<file path="src/rtl/bcd_seg7_scan_driver.sv">
// Three-digit multiplexed 7-segment driver with per-frame BCD snapshot and one-clock dead time per slot.
// Optional feature: define LEADING_ZERO_BLANK_EN to blank leading zeros in the hundreds/tens digits.
module bcd_seg7_scan_driver #(
  parameter int CLK_DIV = 50000
) (
  input  logic        clk,
  input  logic        rst_n,
  input  logic [11:0] bcd_in,
  output logic [6:0]  seg,
  output logic [2:0]  dig_sel,
  output logic        frame
);

  localparam int DW = (CLK_DIV > 1) ? $clog2(CLK_DIV) : 1;
  localparam logic [DW-1:0] DIV_LAST = DW'(CLK_DIV - 1);

  typedef enum logic [1:0] {
    UNITS    = 2'd0,
    TENS     = 2'd1,
    HUNDREDS = 2'd2
  } slot_t;

  logic [DW-1:0] div_cnt_reg;
  slot_t         slot_reg, slot_next;
  logic [11:0]   snap_reg;
  logic          tick;
  logic          frame_next;
  logic [3:0]    nibble;
  logic          blank;
  logic [6:0]    seg_next;
  logic [2:0]    dig_next;

  function automatic logic [6:0] decode(input logic [3:0] n);
    case (n)
      4'd0:    decode = 7'h3F;
      4'd1:    decode = 7'h06;
      4'd2:    decode = 7'h5B;
      4'd3:    decode = 7'h4F;
      4'd4:    decode = 7'h66;
      4'd5:    decode = 7'h6D;
      4'd6:    decode = 7'h7D;
      4'd7:    decode = 7'h07;
      4'd8:    decode = 7'h7F;
      4'd9:    decode = 7'h6F;
      default: decode = 7'h40;
    endcase
  endfunction

  assign tick = (div_cnt_reg == DIV_LAST);

  always_comb begin
    slot_next  = slot_reg;
    frame_next = 1'b0;
    nibble     = 4'h0;
    blank      = 1'b0;
    dig_next   = 3'b000;
    seg_next   = 7'h00;
    case (slot_reg)
      UNITS: begin
        if (tick) slot_next = TENS;
        nibble   = snap_reg[3:0];
        dig_next = 3'b001;
      end
      TENS: begin
        if (tick) slot_next = HUNDREDS;
        nibble   = snap_reg[7:4];
        dig_next = 3'b010;
`ifdef LEADING_ZERO_BLANK_EN
        blank    = (snap_reg[11:8] == 4'h0) && (snap_reg[7:4] == 4'h0);
`endif
      end
      HUNDREDS: begin
        // Frame boundary: the snapshot is taken on the same edge the scan wraps
        if (tick) begin
          slot_next  = UNITS;
          frame_next = 1'b1;
        end
        nibble   = snap_reg[11:8];
        dig_next = 3'b100;
`ifdef LEADING_ZERO_BLANK_EN
        blank    = (snap_reg[11:8] == 4'h0);
`endif
      end
      default: slot_next = UNITS;
    endcase
    // First clock of every slot stays dark to avoid ghosting between digits
    if (div_cnt_reg == '0) begin
      dig_next = 3'b000;
    end else if (!blank) begin
      seg_next = decode(nibble);
    end
  end

  always_ff @(posedge clk) begin
    if (!rst_n) begin
      div_cnt_reg <= '0;
      slot_reg    <= UNITS;
      snap_reg    <= 12'h000;
      seg         <= 7'h00;
      dig_sel     <= 3'b000;
      frame       <= 1'b0;
    end else begin
      div_cnt_reg <= tick ? '0 : div_cnt_reg + DW'(1);
      slot_reg    <= slot_next;
      if (frame_next) snap_reg <= bcd_in;
      seg         <= seg_next;
      dig_sel     <= dig_next;
      frame       <= frame_next;
    end
  end

endmodule

</file>
<file path="config.mk">
export PLATFORM = sky130hd
export DESIGN_NAME = bcd_seg7_scan_driver
export DESIGN_NICKNAME = d
export VERILOG_FILES = /design/src/rtl/bcd_seg7_scan_driver.sv
export SDC_FILE = /design/constraint.sdc
export NUM_CORES = 1
export LEC_CHECK = 0
export BUFFER_PORTS_ARGS = -buffer_cell sky130_fd_sc_hd__clkbuf_2
export CAP_MARGIN = 20
export CORE_UTILIZATION = 61
export CTS_CLUSTER_DIAMETER = 50
export CTS_CLUSTER_SIZE = 25
export DETAILED_ROUTE_END_ITERATION = 8
export GPL_TIMING_DRIVEN = 0
export PLACE_DENSITY = 0.87
export SLEW_MARGIN = 20
export SYNTH_ARGS = -nofsm -noshare
export SYNTH_HDL_FRONTEND = slang
export SYNTH_SLANG_ARGS = --single-unit
</file>
<file path="constraint.sdc">
create_clock -name clk -period 4.6 [get_ports clk]
set_input_delay 0.46 -clock clk [delete_from_list [all_inputs] [get_ports clk]]
set_output_delay 0.46 -clock clk [all_outputs]
set_load 0.03 [all_outputs]
</file>
Word level (Yosys, flattened, before mapping)
Memories as Yosys holds them, arrays and structs flattened. A register that Yosys moved wholly into a read port is not among the register bits.
Index checks and enable logic that the tools add are counted.
- ROM bits: 112
- output and inout bits: 11
- bits in registers: 34
- memories: 1
- memories (memory ; depth ; bits a word ; read ports ; clocked after memory_dff ; write ports ; RTL line ; RTL):
    (name not given) ; 16 ; 7 ; 1 ; 1 ; 0 ; 34 ; case (n)
- add/subtract/negate cells: 1
- reduce and logical (&&, ||, !) cells: 5
- bitwise gates (word level): 1
- equal/unequal tests: 6
- mux-type cells: 8
- operators by type and width (kind ; count):
    $add 16x1->16 const B ; 1
    $eq 16x16->1 const B ; 1
    $logic_not 16->1 ; 1
    $pmux 4 s3 ; 1
    $pmux 3 s3 ; 1
    $mux 2 ; 3
    $ne 2x2->1 const B ; 3
    $pmux 2 s3 ; 1
    $reduce_or 2->1 ; 2
    $reduce_and 3->1 ; 1
    $eq 2x1->1 const B ; 1
    $eq 2x2->1 const B ; 1
    $logic_not 2->1 ; 1
    $mux 1 ; 2
    $not 1->1 ; 1

Logic depth before layout (Yosys ltp)
- depth after elaboration: 3
- mapped depth: 8
- gate-level depth less buffers: 7

Least setup slack after synthesis
OpenSTA, ideal clock, no wires.
- path type: register to register
- start point: reg slot_reg[1]
- end point: reg seg[6]
- slack: 2.739 ns
- stages on the path, launching flop included: 8
- data required time: 4.530 ns
- data arrival time: 1.791 ns
- buffers on the path: 1
- library setup time: 0.070 ns
- cell sequence: dfxtp_1 -> buf_4 -> mux2i_1 -> a2bb2oi_1 -> inv_1 -> ha_1 -> mux2_2 -> a21oi_1
- longest elaborated chain between the ends: 2
- elaborated cells on any way between the ends: 4
- those cells by class: eq/ne: 2; mux: 1; reduce/logical: 1
- ends and longest elaborated chain (what ; RTL line ; RTL):
    start, declared ; 24 ; slot_t slot_reg, slot_next;
    start signal, assigned ; 104 ; slot_reg <= slot_next;
    $eq 2x2->1, or another cell as far along ; 58 ; case (slot_reg)
    $pmux 4 s3 (*) ; 58 ;
    end, declared ; 9 ; output logic [6:0] seg,
Mark *: on every way between the ends. The rest lies on a longest branch, timed or not.
A chain may end at the register's enable or synchronous reset.

Final worst setup path
- start point: reg slot_reg[0]
- end point: reg seg[6]
The elaborated chain is that of the path after synthesis.

==> flow_metrics.env <==
export IMPL_reg2reg_depth=6
export IMPL_dpl_cell_count=276
export IMPL_crit_path_max_fanout=10
export IMPL_finalHoldViolations=0
export IMPL_grt_pass1_vias=1301
export IMPL_finalMaxSlewViolations=0
export IMPL_synth_area_per_cell_sq_um=9.32
export IMPL_synthAdderAreaFrac_pct=5.14
export IMPL_synth_simple_area_share_pct=23.9
export IMPL_dr_total_vias=1538
export IMPL_cp_data_arrival_time_ns=2.54
export IMPL_dieWidth_microns=58.5
export IMPL_syn_num_nets=231
export IMPL_dpl_worst_slack_ns=2.41
export IMPL_clock_sinks=41
export IMPL_r2r_start="slot_reg[0]$_SDFFE_PN0P_"
export IMPL_slew_headroom_pct=53.7
export IMPL_synth_seq_area_share_pct=42.1
export IMPL_timing_fmax_ghz=0.446
export IMPL_worstPathCellList="clkbuf_1 -> a2bb2oi_1 -> inv_1 -> ha_1 -> mux2_2 -> a21oi_1"
export IMPL_synth_xor_xnor_area_share_pct=5.39
export IMPL_p_total_mw=0.592
export IMPL_wl_per_cell_microns=12.4
export IMPL_ys_ff_latch=41
export IMPL_peakVddDrop_v=0.000194
export IMPL_dpl_cell_area_sq_um=2120
export IMPL_outcome="completed"
export IMPL_n_fill_cell=267
export IMPL_grt_setup_unrepaired="no"
export IMPL_drive_gt1_share_pct=19.6
export IMPL_routed_wl_microns=3510
export IMPL_start_kind="register"
export IMPL_row_count=20
export IMPL_fin_util_pct=71.1
export IMPL_p_leak_nw=0.958
export IMPL_cap_violations=0
export IMPL_setup_slack_ns=2.36
export IMPL_postCtsResizedCells=0
export IMPL_yosys_mux_area_fraction_pct=10.3
export IMPL_ioPinCount=25
export IMPL_drc=0
export IMPL_root_buffer="clkbuf_4"
export IMPL_crit_required_ns=4.89
export IMPL_max_slew_worst_pin_slew_ns=0.692
export IMPL_slowest_delay_ns=0.64
export IMPL_cts_max_path_buffers=2
export IMPL_place_congestion=0.780
export IMPL_reg2reg_slack_ns=2.36
export IMPL_area_growth_pct=11.4
export IMPL_insertion_delay_ns=0.35
export IMPL_nNetsFinal=261
export IMPL_syn_inst=209
export IMPL_finalInstanceArea_sq_um=2170
export IMPL_reg2reg_to="seg[6]$_SDFF_PP0_"
export IMPL_grt_use_total_pct=22.2
export IMPL_dpl_hpwl_microns=2530
export IMPL_synth_top_family_by_area="simple AND/OR/NAND/NOR gates"
export IMPL_holdWs_ns=0.310
export IMPL_grt_start_max_net_pins=13
export IMPL_yosysWarnings=0
export IMPL_overflow=0
export IMPL_fin_tns_setup_ns=0
export IMPL_instances_no_fill=284
export IMPL_die_y_microns=58.5
export IMPL_ant_nets=0
export IMPL_largest_register_ffs=16
export IMPL_hold_end="snap_reg[11]$_SDFFE_PN0P_"
export IMPL_htree_levels=2
export IMPL_setup_violations=0
export IMPL_fin_crit_sh_pct=48.8
export IMPL_cp_top_family="compound AO/OA/AOI/OAI gates"
export IMPL_crit_slowest_cell="a2bb2oi_1"
export IMPL_hp_class="in -> reg"
export IMPL_via_per_inst=5.42
export IMPL_cp_depth=6
export IMPL_clkTransAtPathRegs_ns=0.12
export IMPL_die_area_sq_um=3420
export IMPL_start_util_pct=63.8
export IMPL_critPathBufInv=2
export IMPL_portBuffers=23
export IMPL_p_per_area_nw_per_um2=273
export IMPL_synth_compound_area_share_pct=8.29
export IMPL_cts_made_buffers=5
export IMPL_final_cell_mix="41 x dfxtp_1, 27 x nand2_1, 24 x clkbuf_2"
export IMPL_grt_pass1_wl_microns=5700
export IMPL_min_delay_start="bcd_in[11]"
export IMPL_cts_tree="done"
export IMPL_cts_hold_buf=0
export IMPL_endpoint_kind="register"
export IMPL_antenna_found_initial=0
export IMPL_hold_depth=3
export IMPL_post_cts_buffers=0
export IMPL_first_pass_iters=5
export IMPL_core_sq_um=3050
export IMPL_fin_skew_ns=0.00693
export IMPL_num_antenna_cells=0
export IMPL_ys_types=46
export IMPL_drtIter0Drc=58
export IMPL_syn_area_sq_um=1950
export IMPL_period_needed_ns=2.24
export IMPL_final_common_cell="dfxtp_1"
export IMPL_crit_type="reg -> reg"
-- power by group --
group	internal, mW	switching [mW]
sequential	0.364	0.00334
clock	0.0583	0.118
combinational	0.0171	0.0324
total	0.439	0.153
-- cells in the mapped netlist, drive strengths merged --
master   number  share of area (%)
nor4b         1               0.45
o41ai         1               0.45
or2b          1               0.39
dfxtp        41                 42
and4          3                1.6
xor2          1               0.45
a41o          1               0.51
a211oi        1               0.39
nand3         7                2.4
or3           3                1.5
nor2b         2               0.77
nor4          4                1.6
mux2          1               0.58
nor3          7                1.8
a21oi         6                1.5
a2bb2oi       4                1.8
ha            8                5.1
nor3b         1               0.39
nor2         17                3.3
o21ai         5                1.5
clkbuf        4               0.83
nand3b        1               0.39
nand2        27                5.2
inv          13                2.5
nand4         4                2.4
xnor2        11                4.9
and3          2               0.64
nand2b        1               0.32
o22ai         4                1.3
a21o          1               0.39
or3b          1               0.45
or2           1               0.32
mux2i        19                9.8
buf           4                1.5
o2bb2ai       1               0.45
-- per-layer routing --
metal / track usage [%] / vias to the layer above / routed length, microns
met4: 7.14 / 0 / 68
met2: 33.8 / 39 / 1580
li1: - / 786 / -
met3: 6.59 / 7 / 135
met5: 0 / - / 0
met1: 30.2 / 706 / 1720
-- worst reg2reg max path: stages, from the launching register on --
cell	delay, ns
dfxtp_1	0.36
clkbuf_1	0.34
a2bb2oi_1	0.64
inv_1	0.18
ha_1	0.25
mux2_2	0.26
a21oi_1	0.15
-- cell type report --
class | instances | area [sq um] | share of cell area, %
well taps | 44 | 55.1 | 2.54
flip-flops and latches | 41 | 821 | 37.8
multi-input cells | 147 | 1030 | 47.6
clock buffers | 6 | 41.3 | 1.90
inverters | 13 | 48.8 | 2.25
plain buffers | 8 | 45.0 | 2.08
repair buffers | 23 | 115 | 5.31
clock inverters | 2 | 10.0 | 0.461
-- how the worst max path moves through the flow --
stage                             end  slack, ns                     start
floorplan           seg[6]$_SDFF_PP0_       2.74  slot_reg[1]$_SDFFE_PN0P_
global placement    seg[6]$_SDFF_PP0_       2.43  slot_reg[1]$_SDFFE_PN0P_
detailed placement  seg[6]$_SDFF_PP0_       2.41  slot_reg[1]$_SDFFE_PN0P_
CTS                 seg[6]$_SDFF_PP0_       2.38  slot_reg[1]$_SDFFE_PN0P_
global route        seg[6]$_SDFF_PP0_       2.13  slot_reg[0]$_SDFFE_PN0P_
finish              seg[6]$_SDFF_PP0_       2.36  slot_reg[0]$_SDFFE_PN0P_
-- cell families (layout without fill, tap and decap cells) --
family | after synthesis | count (layout)
adder cells (fa/ha/maj) | 8 | 8
AO/OA/AOI/OAI | 24 | 24
AND/OR/NAND/NOR | 83 | 83
multiplexers | 20 | 20
flip-flops | 41 | 41
buffers and inverters | 21 | 52
XOR/XNOR | 12 | 12
No activity file was read; power rests on OpenSTA's default activity.
